===== config.mk =====
export PLATFORM = sky130hd
export DESIGN_NAME = inst_seq_ctrl
export DESIGN_NICKNAME = d
export VERILOG_FILES = /design/src/rtl/inst_seq_ctrl_pkg.sv /design/src/rtl/inst_skid_fifo.sv /design/src/rtl/inst_seq_ctrl.sv
export SDC_FILE = /design/constraint.sdc
export NUM_CORES = 1
export LEC_CHECK = 0
export ABC_AREA = 1
export ABC_CLOCK_PERIOD_IN_PS = 4150
export CAP_MARGIN = 40
export CELL_PAD_IN_SITES_DETAIL_PLACEMENT = 0
export CELL_PAD_IN_SITES_GLOBAL_PLACEMENT = 1
export CORE_ASPECT_RATIO = 0.7
export CORE_MARGIN = 2
export CORE_UTILIZATION = 40
export CTS_BUF_LIST = sky130_fd_sc_hd__clkbuf_8
export DETAILED_ROUTE_END_ITERATION = 16
export MAX_ROUTING_LAYER = met4
export PLACE_DENSITY = 0.87
export SYNTH_ARGS = -nofsm -noshare
export SYNTH_HDL_FRONTEND = slang
export SYNTH_SLANG_ARGS = --single-unit

===== constraint.sdc =====
create_clock -name clk -period 4.15 [get_ports clk]
set_input_delay 0.6225 -clock clk [delete_from_list [all_inputs] [get_ports clk]]
set_output_delay 0.6225 -clock clk [all_outputs]
set_load 0.01 [all_outputs]

===== src/rtl/inst_seq_ctrl_pkg.sv =====
// Shared types and helpers for the instruction sequencer: state encoding,
// default widths and the read-credit rule.
package inst_seq_ctrl_pkg;

  localparam int INST_WIDTH  = 16;
  localparam int INST_ADDR_W = 8;
  localparam int ITER_W      = 8;

  typedef enum logic [1:0] {
    SEQ_IDLE  = 2'd0,
    SEQ_RUN   = 2'd1,
    SEQ_DRAIN = 2'd2,
    SEQ_DONE  = 2'd3
  } seq_state_e;

  // Words buffered plus words in flight must stay within the 2-entry FIFO,
  // counting the slot freed by a pop in the same cycle.
  function automatic logic issue_ok(input logic [1:0] fifo_cnt,
                                    input logic       inflight,
                                    input logic       pop);
    logic [2:0] credits;
    credits = {1'b0, fifo_cnt} + {2'b00, inflight};
    return (credits - {2'b00, pop}) < 3'd2;
  endfunction

endpackage


===== src/rtl/inst_skid_fifo.sv =====
// 2-entry FIFO with a registered head, so the consumer sees a flop output.
// Push and pop may coincide; flush empties it in one cycle.
module inst_skid_fifo #(
  parameter int W = 32
) (
  input  logic         clk,
  input  logic         rst_n,
  input  logic         flush_i,
  input  logic         push_i,
  input  logic [W-1:0] din_i,
  input  logic         pop_i,
  output logic [W-1:0] dout_o,
  output logic         valid_o,
  output logic [1:0]   count_o
);

  logic [W-1:0] head_q, head_d, tail_q, tail_d;
  logic [1:0]   cnt_q, cnt_d;

  always_comb begin
    head_d = head_q;
    tail_d = tail_q;
    cnt_d  = cnt_q;
    if (flush_i) begin
      head_d = '0;
      tail_d = '0;
      cnt_d  = 2'd0;
    end else begin
      unique case ({push_i, pop_i})
        2'b10: begin
          if (cnt_q == 2'd0)      head_d = din_i;
          else if (cnt_q == 2'd1) tail_d = din_i;
          if (cnt_q != 2'd2) cnt_d = cnt_q + 2'd1;
        end
        2'b01: begin
          if (cnt_q != 2'd0) begin
            head_d = tail_q;
            cnt_d  = cnt_q - 2'd1;
          end
        end
        2'b11: begin
          // Simultaneous push/pop: the incoming word lands behind whatever stays.
          if (cnt_q == 2'd2) begin
            head_d = tail_q;
            tail_d = din_i;
          end else begin
            head_d = din_i;
            cnt_d  = 2'd1;
          end
        end
        default: ;
      endcase
    end
  end

  always_ff @(posedge clk or negedge rst_n) begin
    if (!rst_n) begin
      head_q <= '0;
      tail_q <= '0;
      cnt_q  <= 2'd0;
    end else begin
      head_q <= head_d;
      tail_q <= tail_d;
      cnt_q  <= cnt_d;
    end
  end

  assign dout_o  = head_q;
  assign valid_o = (cnt_q != 2'd0);
  assign count_o = cnt_q;

endmodule


===== src/rtl/inst_seq_ctrl.sv =====
// Instruction sequencer: reads a program from the instruction ROM, loops it
// iter_num times and streams the words to the PE array over valid/ready.
module inst_seq_ctrl
  import inst_seq_ctrl_pkg::*;
#(
  parameter int IW = INST_WIDTH,
  parameter int AW = INST_ADDR_W,
  parameter int CW = ITER_W
) (
  input  logic          clk,
  input  logic          rst_n,
  input  logic          start,
  input  logic          abort,
  input  logic [AW-1:0] base_addr,
  input  logic [AW:0]   prog_len,
  input  logic [CW-1:0] iter_num,
  output logic          rom_en,
  output logic [AW-1:0] rom_addr,
  input  logic [2*IW-1:0] rom_data,
  output logic [2*IW-1:0] inst_out,
  output logic          inst_valid,
  input  logic          inst_ready,
  output logic          busy,
  output logic          done
);

  seq_state_e    state_q, state_d;
  logic [AW-1:0] base_q, base_d, addr_q, addr_d;
  logic [AW:0]   len_q, len_d, word_q, word_d;
  logic [CW-1:0] iter_q, iter_d;
  logic          inflight_q;

  logic [1:0] fifo_cnt;
  logic       pop, push, issue, last_word, last_iter;

  assign pop       = inst_valid & inst_ready;
  assign issue     = (state_q == SEQ_RUN) & ~abort & issue_ok(fifo_cnt, inflight_q, pop);
  // Gating the push drops a read that returns in the abort cycle.
  assign push      = inflight_q & ~abort;
  assign last_word = ((word_q + (AW+1)'(1)) == len_q);
  assign last_iter = (iter_q == CW'(1));

  always_comb begin
    state_d = state_q;
    base_d  = base_q;
    len_d   = len_q;
    addr_d  = addr_q;
    word_d  = word_q;
    iter_d  = iter_q;
    unique case (state_q)
      SEQ_IDLE: begin
        if (start) begin
          base_d = base_addr;
          len_d  = prog_len;
          addr_d = base_addr;
          word_d = '0;
          iter_d = iter_num;
          // An empty program passes through DRAIN so busy is seen for a cycle.
          state_d = (prog_len == '0 || iter_num == '0) ? SEQ_DRAIN : SEQ_RUN;
        end
      end
      SEQ_RUN: begin
        if (issue) begin
          if (last_word) begin
            word_d = '0;
            addr_d = base_q;
            iter_d = iter_q - CW'(1);
            if (last_iter) state_d = SEQ_DRAIN;
          end else begin
            word_d = word_q + (AW+1)'(1);
            addr_d = addr_q + AW'(1);
          end
        end
      end
      SEQ_DRAIN: begin
        // Leave as the last buffered word is accepted so done follows it directly.
        if (!inflight_q && fifo_cnt == {1'b0, pop}) state_d = SEQ_DONE;
      end
      SEQ_DONE: state_d = SEQ_IDLE;
      default:  state_d = SEQ_IDLE;
    endcase
    if (abort) state_d = SEQ_IDLE;
  end

  always_ff @(posedge clk or negedge rst_n) begin
    if (!rst_n) begin
      state_q    <= SEQ_IDLE;
      base_q     <= '0;
      len_q      <= '0;
      addr_q     <= '0;
      word_q     <= '0;
      iter_q     <= '0;
      inflight_q <= 1'b0;
    end else begin
      state_q    <= state_d;
      base_q     <= base_d;
      len_q      <= len_d;
      addr_q     <= addr_d;
      word_q     <= word_d;
      iter_q     <= iter_d;
      inflight_q <= issue;
    end
  end

  inst_skid_fifo #(.W(2*IW)) u_fifo (
    .clk     (clk),
    .rst_n   (rst_n),
    .flush_i (abort),
    .push_i  (push),
    .din_i   (rom_data),
    .pop_i   (pop),
    .dout_o  (inst_out),
    .valid_o (inst_valid),
    .count_o (fifo_cnt)
  );

  assign rom_en   = issue;
  assign rom_addr = addr_q;
  assign busy     = (state_q == SEQ_RUN) | (state_q == SEQ_DRAIN);
  assign done     = (state_q == SEQ_DONE);

endmodule

# ---- Yosys cells after proc, flatten, opt, wreduce, memory -nomap -nowiden
# Cells that the tools add are included.
dict set report word_totals {
  elab_cells 104
  ff_bits 111
  romBits 0
  ram_bits 0
  output_inout_bits 44
  n_memories 0
  latchBits 0
}
dict set report classes {
  add_sub_neg 7
  n_reduce_logical 18
  shifts 0
  div 0
  mux 35
  multipliers 0
  n_bitwise 6
  n_eq_ne 27
  order_cmp 1
}
# op n
set ops {}
lappend ops {{$mux 32} 8}
lappend ops {{$pmux 32 s3} 1}
lappend ops {{$pmux 32 s2} 1}
lappend ops {{$mux 8} 6}
lappend ops {{$pmux 8 s2} 2}
lappend ops {{$mux 9} 3}
lappend ops {{$ne 3x3->1 const B} 8}
lappend ops {{$mux 2} 11}
lappend ops {{$pmux 9 s2} 1}
lappend ops {{$ne 3x2->1 const B} 4}
lappend ops {{$reduce_and 4->1} 3}
lappend ops {{$eq 2x2->1 const B} 5}
lappend ops {{$add 9x1->9 const B} 1}
lappend ops {{$eq 9x9->1} 1}
lappend ops {{$logic_not 9->1} 1}
lappend ops {{$add 8x1->8 const B} 1}
lappend ops {{$eq 8x1->1 const B} 1}
lappend ops {{$logic_not 8->1} 1}
lappend ops {{$ne 2x2->1 const B} 4}
lappend ops {{$pmux 2 s4} 1}
lappend ops {{$sub 8x1->8 const B} 1}
lappend ops {{$eq 2x1->1 const B} 3}
lappend ops {{$pmux 2 s3} 1}
lappend ops {{$reduce_and 3->1} 2}
lappend ops {{other kinds (18)} 23}

# ---- Depth between registers and ports, before layout
# Gate-level depths: netlist of the first run.
dict set report logic_depth {
  ltp_word 8
  ltp_mapped 18
  depth_no_buf 18
}

# ---- Modules after synthesis
# A second synthesis of the first run with hierarchy kept.
dict set report hier_totals {
  hier_cells 805
  hier_area_um2 6287.3
}
# module cells_per_inst instances area_per_inst_um2
set modules_own_cells {}
lappend modules_own_cells {inst_skid_fifo 428 1 3429.5}
lappend modules_own_cells {inst_seq_ctrl 377 1 2857.7}

# ---- Worst setup path before layout of the first run
# Ideal clock, no wire load.
dict set report synth_timing {
  kind {reg-to-reg}
  start {register u_fifo.cnt_q[1] (netlist: u_fifo.count_o[1])}
  end {register addr_q[1] (netlist: rom_addr[1])}
  stages_incl_launch_ff 19
  path_slack_ns 0.928
  required_time_ns 4.037
  period_less_slack_ns 3.222
  setup_ns 0.113
  arrival_ns 3.109
  path_cell_list {dfrtp_1 inv_1 ha_1 inv_1 nand2_1 inv_1 ha_1 or2_2 fa_1 inv_1 nor2_1 nand4_1 a21oi_1 inv_1 clkbuf_1 a21oi_1 nand3_1 nand2_1 inv_1}
}
dict set report synth_via {
  elab_chain_len 7
  word_cells_on_any_way 8
}
# element line_no
set synth_lines {}
lappend synth_lines {{start, declared} inst_skid_fifo.sv:18} ;# logic [1:0] cnt_q, cnt_d;
lappend synth_lines {{start signal, assigned} inst_skid_fifo.sv:64} ;# cnt_q <= cnt_d;
lappend synth_lines {{$reduce_bool 2->1} inst_skid_fifo.sv:69} ;# assign valid_o = (cnt_q != 2'd0);
lappend synth_lines {{net inst_valid} inst_seq_ctrl.sv:21} ;# output logic inst_valid,
lappend synth_lines {{$and 1x1->1} inst_seq_ctrl.sv:36} ;# assign pop = inst_valid & inst_ready;
lappend synth_lines {{$sub 3x1->3} inst_seq_ctrl_pkg.sv:23} ;# return (credits - {2'b00, pop}) < 3'd2;
lappend synth_lines {{$lt 3x2->1} inst_seq_ctrl_pkg.sv:23}
lappend synth_lines {{$and 1x1->1} inst_seq_ctrl.sv:37} ;# assign issue = (state_q == SEQ_RUN) & ~abort & issue_ok(fifo_cnt, inflight_q, pop);
lappend synth_lines {{$ne 2x2->1 (no source line)} --}
lappend synth_lines {{$reduce_and 3->1 (no source line)} --}
lappend synth_lines {{end signal, assigned} inst_seq_ctrl.sv:98} ;# addr_q <= addr_d;
lappend synth_lines {{end, declared} inst_seq_ctrl.sv:28} ;# logic [AW-1:0] base_q, base_d, addr_q, addr_d;
# The timed path passes the listed nets, and every way through them passes these cells.
# A chain may end at the register's enable or synchronous reset.

# ---- Final worst setup path of the first run
dict set report layout_timing {
  start {register u_fifo.cnt_q[1] (netlist: u_fifo.count_o[1])}
  end {output rom_en}
}
dict set report layout_via {
  elab_chain_len 5
  word_cells_on_any_way 6
}
# element line_no
set layout_lines {}
lappend layout_lines {{branches (longest 2 deep; another with $add 2x1->3)} --}
lappend layout_lines {{$sub 3x1->3 (*)} inst_seq_ctrl_pkg.sv:23}
lappend layout_lines {{$lt 3x2->1 (*)} inst_seq_ctrl_pkg.sv:23}
lappend layout_lines {{$and 1x1->1 (*)} inst_seq_ctrl.sv:37}
lappend layout_lines {{end, declared} inst_seq_ctrl.sv:17} ;# output logic rom_en,
# Mark *: on every way between the ends.

==> metrics.md, run 1 <==
| Metric | Value |
|---|---|
| Routability cong. | 0.840 |
| Rows | 36 |
| Synth Area per Inst | 8.03 um^2 |
| Layout area overhead | 26.2% |
| Synthesized flop and latch total | 111 |
| Residual DRC count | 0 |
| Root buf cell | clkbuf_8 |
| Ys async rst share | 1.00 |
| Worst path cell trace | inv_2 -> ha_1 -> inv_1 -> nand2_2 -> inv_1 -> ha_1 -> or2_2 -> fa_1 -> inv_1 -> nor2_2 -> nand4_1 -> inv_2 -> dlymetal6s2s_1 |
| Syn Nets | 796 |
| Reg2reg end | word_q[7] |
| Final min period | 3.56 ns |
| Synth top area share | 0.480 |
| Reg-to-reg startpoint | u_fifo.count_o[1] |
| CTS Buf Count | 9 |
| Top cells by area, synth | dfrtp_1 (48%), nand2_1 (7.7%), inv_1 (7.3%) |
| CTS tree | built |
| Cts hold-fix bufs | 0 |
| Most common library cells after synthesis | nand2_1 (118), inv_1 (113), dfrtp_1 (111) |
| Period Utilization, post-route | 0.858 |
| Worst slew pin tran | 0.785 ns |
| EDFF count, synth | 0 |
| Max-capacitance violation count | 0 |
| Peak Freq | 0.281 GHz |
| Largest net degree at the start of global routing | 65 |
| Syn. warnings | 0 |
| CP max FO | 6 |
| Nets | 895 |
| Vias per cell | 5.01 |
| Setup tns final | 0 ns |
| Worst Skew | 0.0167 ns |
| Dpl cell area | 7070 um^2 |
| Initial antenna violation count | 0 |
| Sequential area share after synthesis | 0.480 |
| Critical path data arrival time | 2.94 ns |
| Startpoint type of the worst setup path | flop |
| Slew HR | 0.476 |
| CP required | 3.53 ns |
| Antenna fix cells | 0 |
| Die span in y | 105 um |
| DR pass1 iterations | 4 |
| Peak VDD IR | 0.258 mV |
| 1st-iter DRT viols | 224 |
| CTS HTree Levels | 3 |
| Share of layout cells above drive strength 1 | 0.0850 |
| Worst skew pair latency | 0.39 ns |
| Synthesized cell area | 5780 um^2 |
| DRT antenna net count | 0 |
| Final Setup Violations | 0 |
| First-pass GRT wire length | 24.3 mm |
| WP depth | 13 |
| Vias in the first global route | 4964 |
| Die ar. | 15500 um^2 |
| Cell mode on critical path | inv_1 |
| Final Hold Vio Count | 0 |
| Critical path's largest stage delay | 0.48 ns |
| Drt wl/cell | 14.1 um |
| IO Pins | 106 |
| Clock-pin slew on the worst setup and hold paths | 0.12 ns |
| Final instance area | 7300 um^2 |
| Total gr overflow | 0 |
| Most frequent cell after synthesis | nand2_1 |
| Slowest cell on crit path | fa_1 |
| R2r setup slk | 0.62 ns |
| Core Area | 14000 um^2 |
| Clock sinks | 111 |
| Chip width | 148 um |
| Worst hold margin | 0.232 ns |
| Synth area leader | dfrtp_1 |
| HPWL after DPL | 9.91 mm |
| Max-slew violations | 0 |
| Max Buffers Root-to-Sink | 2 |
| Pwr Density | 604 nW/um^2 |
| Setup CP Type | flop to primary output |
| Leak | 3.35 nW |
| Setup WS post-layout | 0.590 ns |
| Final core occ | 0.521 |
| Critical path buffers and inverters | 6 |
| Via count | 5082 |
| Post-synth cell types | 31 |
| Unrepaired setup endpoints after global routing | false |
| R2R cell count | 17 |
| Synth Instances | 720 |
| Status | finished, final reports clean |
| Total GRT Usage | 0.198 |
| Min-Delay Path Class | input pin to async pin |
| Starting density of the core | 0.413 |
| IO Port Bufs | 105 |
| Crit-path leading delay family | adder cells |
| CP Capture Type | primary output |
| Post-Route WL | 14.3 mm |
| Main synth FF type | dfrtp_1 |
| Pre-CTS setup slack | 0.244 ns |
-- area by class of cell --
cell class | count | area [um^2]
Sequential cell | 111 | 2780
Timing Repair Buffer | 118 | 1160
Inverter | 114 | 428
Multi-Input combinational cell | 465 | 2490
Clock inverter | 7 | 81.3
Fill cell | 1300 | 6710
Tap cell | 190 | 238
Clock buffer | 9 | 124
-- layout by cell type, fill, tap and decap left out, types with 3 or more instances in the layout --
cell	synthesis	routed
nand3_1	82	82
dfrtp_1	111	111
o21ai_0	48	48
clkdlybuf4s50_1	0	103
mux2_2	11	11
nand2_1	118	117
nand2_2	6	7
ha_1	13	13
or2_2	4	4
nor2_4	4	4
buf_4	0	13
inv_1	113	110
nor2_2	3	4
inv_2	1	4
o22ai_1	37	37
nor2_1	58	57
clkbuf_8	0	9
a21oi_1	48	47
nand3b_1	3	3
xor2_1	7	7
nor3_1	3	3
nor4_1	5	5
-- timing repair --
item / CTS / global route
setup endpoints to repair: 0 / 1
buffers inserted: 0 / 2
resized for setup: 0 / 6
-- logic make-up (layout without fill, tap and decap cells) --
kind of cell | after synthesis | after routing | synth area share
AND/OR/NAND/NOR | 291 | 291 | 0.227
multiplexers | 11 | 11 | 0.0214
flip-flops | 111 | 111 | 0.480
XOR/XNOR | 9 | 9 | 0.0136
buffers and inverters | 144 | 248 | 0.0937
adder cells (fa/ha/maj) | 14 | 14 | 0.0316
AO/OA/AOI/OAI | 140 | 140 | 0.132
-- worst register-to-register path, delay by kind of cell, from the launching register on --
family,cells,cell delay [ns]
buffers and inverters,6,0.74
AND/OR/NAND/NOR,6,1.03
AO/OA/AOI/OAI,2,0.34
adder cells (fa/ha/maj),3,0.92
flip-flops,1,0.43
-- how the worst max path moves through the flow --
stage / start / to / slack, ns
final: u_fifo.count_o[1] / rom_en / 0.59
after global routing: u_fifo.count_o[1] / rom_addr[2] / 0.30
after CTS: u_fifo.count_o[1] / rom_en / 0.03
after detailed placement: inst_ready / rom_en / 0.24
after global placement: inst_ready / rom_en / 0.29
after floorplan: u_fifo.count_o[1] / rom_addr[1] / 0.93
-- flip-flops by register name (all words and copies together), names as in the netlist --
| signal | count |
|---|---|
| u_fifo.tail_q | 32 |
| state_q | 2 |
| base_q | 8 |
| iter_q | 8 |
| word_q | 9 |
| u_fifo.count_o | 2 |
| u_fifo.dout_o | 32 |
| rom_addr | 8 |
| inflight_q | 1 |
| len_q | 9 |
-- stage by stage --
| step | power (mW) | cells |
|---|---|---|
| after floorplan | 2.96 | 720 |
| after global placement | 3.67 | 995 |
| after detailed placement | 3.74 | 996 |
| after CTS | 4.43 | 1012 |
| after global routing | 4.78 | 1014 |
| final | 4.41 | 1014 |
-- layer usage --
metal,GRT usage,vias to the layer above,wire length [um]
li1,-,2537,-
met1,0.276,2423,6980
met2,0.295,107,6350
met3,0.0454,15,807
met4,0.0467,0,158
met5,-,-,0
-- power breakdown --
group	internal (mW)	switching, mW	total, mW
sequential	1.42	0.225	1.65
clock	0.243	0.432	0.675
combinational	0.886	1.20	2.09
total	2.55	1.86	4.41
Power figures use the tool's default switching activity.
==> run 2: changes to the inputs <==
--- a/config.mk
+++ b/config.mk
@@ -17,6 +17,7 @@
 export DETAILED_ROUTE_END_ITERATION = 16
 export MAX_ROUTING_LAYER = met4
 export PLACE_DENSITY = 0.87
+export SETUP_SLACK_MARGIN = 0.5
 export SYNTH_ARGS = -nofsm -noshare
 export SYNTH_HDL_FRONTEND = slang
 export SYNTH_SLANG_ARGS = --single-unit
==> run 2 against run 1 <==
  * First-iteration DRC count grew 13%
  * Die area is the same
  * Final cell count grew 0.39%
  * Sequential share of layout area shrank 0.15 points
  * Critical path depth is the same
  * Core utilization grew 0.21 points
  * Clock skew grew 0.0020 ns
  * Total power grew 0.92%
  * Design area grew 0.39%
  * Clock power is essentially flat
  * Via count grew 1.2%
  * Worst setup slack gained 0.097 ns
==> metrics.md, run 2 (same netlist as run 1, synthesis figures left out) <==
| Metric | Value |
|---|---|
| Status | finished, final reports clean |
| DR pass1 iterations | 5 |
| Worst Setup SP | u_fifo.count_o[1] |
| Root buf cell | clkbuf_8 |
| Share of layout cells above drive strength 1 | 0.0918 |
| Worst slew pin tran | 0.774 ns |
| Setup WS post-layout | 0.687 ns |
| Peak Freq | 0.289 GHz |
| Worst Skew | 0.0187 ns |
| Int Pwr | 2.58 mW |
| Initial antenna violation count | 0 |
| CP max FO | 4 |
| Layout fillers | 1298 |
| IO Pins | 106 |
| Most common cell after layout, fill and taps aside | nand2_1 |
| Die span in y | 105 um |
| Clock-pin slew on the worst setup and hold paths | 0.12 ns |
| Max-capacitance violation count | 0 |
| Commonest non-fill, non-tap cells in the layout | nand2_1 (117), dfrtp_1 (111), inv_1 (109) |
| Worst skew pair latency | 0.39 ns |
| First-pass GRT wire length | 24.3 mm |
| Multi-input logic area | 2490 um^2 |
| Via count | 5144 |
| CP required | 3.53 ns |
| Core Area | 14000 um^2 |
| Flop pwr share | 0.370 |
| Total GRT Usage | 0.198 |
| Final Hold Vio Count | 0 |
| Unrepaired setup endpoints after global routing | false |
| CTS tree | built |
| Total gr overflow | 0 |
| Vias in the first global route | 4968 |
| Die ar. | 15500 um^2 |
| Final Instance Count excl. Fillers | 1018 |
| Final Setup Violations | 0 |
| Period Utilization, post-route | 0.834 |
| Vias per cell | 5.05 |
| Reg-to-reg startpoint | u_fifo.count_o[1] |
| Sw frac | 0.420 |
| Combinational power share | 0.478 |
| Peak VDD IR | 0.258 mV |
| Antenna fix cells | 0 |
| Setup CP Type | flop to primary output |
| Drt wl/cell | 14.2 um |
| Post-Route WL | 14.4 mm |
| Routability cong. | 0.840 |
| Slew HR | 0.483 |
| FF/Latch Area | 2780 um^2 |
| Clock sinks | 111 |
| DRT antenna net count | 0 |
| Min-Delay Path Class | input pin to async pin |
| Layout area overhead | 26.6% |
| HPWL after DPL | 9.91 mm |
| Clock power frac | 0.152 |
| Placed cell count | 996 |
| Leak | 3.35 nW |
| Max Buffers Root-to-Sink | 2 |
| Pwr Density | 608 nW/um^2 |
| Residual DRC count | 0 |
| CTS HTree Levels | 3 |
| Chip width | 148 um |
| Psw | 1.87 mW |
| Pre-CTS setup slack | 0.244 ns |
| Startpoint type of the worst setup path | flop |
| Largest net degree at the start of global routing | 65 |
| Starting density of the core | 0.413 |
| CTS Buf Count | 9 |
| CP Capture Type | primary output |
| IO Port Bufs | 105 |
| Setup tns final | 0 ns |
| 1st-iter DRT viols | 254 |
| Rows | 36 |
| Final min period | 3.46 ns |
| Max-slew violations | 0 |
| Nets | 899 |
| Critical path data arrival time | 2.84 ns |
-- run 2: layer usage --
layer,up-vias,track usage,wire [um]
met1,2470,0.276,7040
met4,0,0.0467,153
met2,113,0.295,6450
li1,2546,-,-
met5,-,-,0
met3,15,0.0454,768
-- run 2: critical path: stages (launching register included) --
cell     delay [ns]
dfrtp_1        0.41
inv_2          0.09
ha_1           0.15
inv_2          0.05
nand2_2        0.08
inv_1          0.07
ha_1           0.29
or2_2          0.32
fa_1           0.48
inv_1          0.05
nor2_2         0.09
nand4_1        0.13
inv_2          0.12
buf_6          0.10
-- run 2: layout make-up --
cell class                 instances  share of cell area
sequential                       111               0.379
inverter                         114              0.0584
tap                              190              0.0325
multi-input combinational        465               0.340
clock buffer                       9              0.0169
clock inverter                     7              0.0111
timing repair buffer             122               0.162
-- run 2: power by group through the flow --
stage               clock [mW]  combinational, mW  sequential, mW
floorplan                    0               1.28            1.68
global placement             0               2.02            1.65
detailed placement           0               2.07            1.67
CTS                      0.698               2.09            1.65
global route             0.740               2.39            1.69
finish                   0.677               2.13            1.65
-- run 2: worst paths after layout --
check                      slack (ns)           endpoint  cells after the start
max in group asynchronous        2.95  u_fifo.dout_o[27]                      2
hold / removal                   0.23   u_fifo.dout_o[4]                      1
setup / recovery                 0.69             rom_en                     13
hold reg to reg                  0.50          iter_q[1]                      2
min in group clk                 0.50          iter_q[1]                      2
setup reg to reg                 0.80          word_q[7]                     16
-- run 2: what timing repair did --
| item | CTS | global route |
|---|---|---|
| endpoints found under the setup margin | 1 | 13 |
| setup buffers | 1 | 5 |
| hold buffers | 0 | 0 |
| pin swaps | 0 | 2 |
| gates resized for setup | 7 | 4 |
-- run 2: through the flow --
stage	hold slack, ns	cell area, um^2	utilization	total power [mW]
final	0.231	7330	0.523	4.45
after global routing	0.256	7330	0.523	4.82
after CTS	0.250	7290	0.520	4.44
after detailed placement	0.474	7070	0.505	3.74
after global placement	0.456	7050	0.504	3.67
after floorplan	0.327	5780	-	2.96
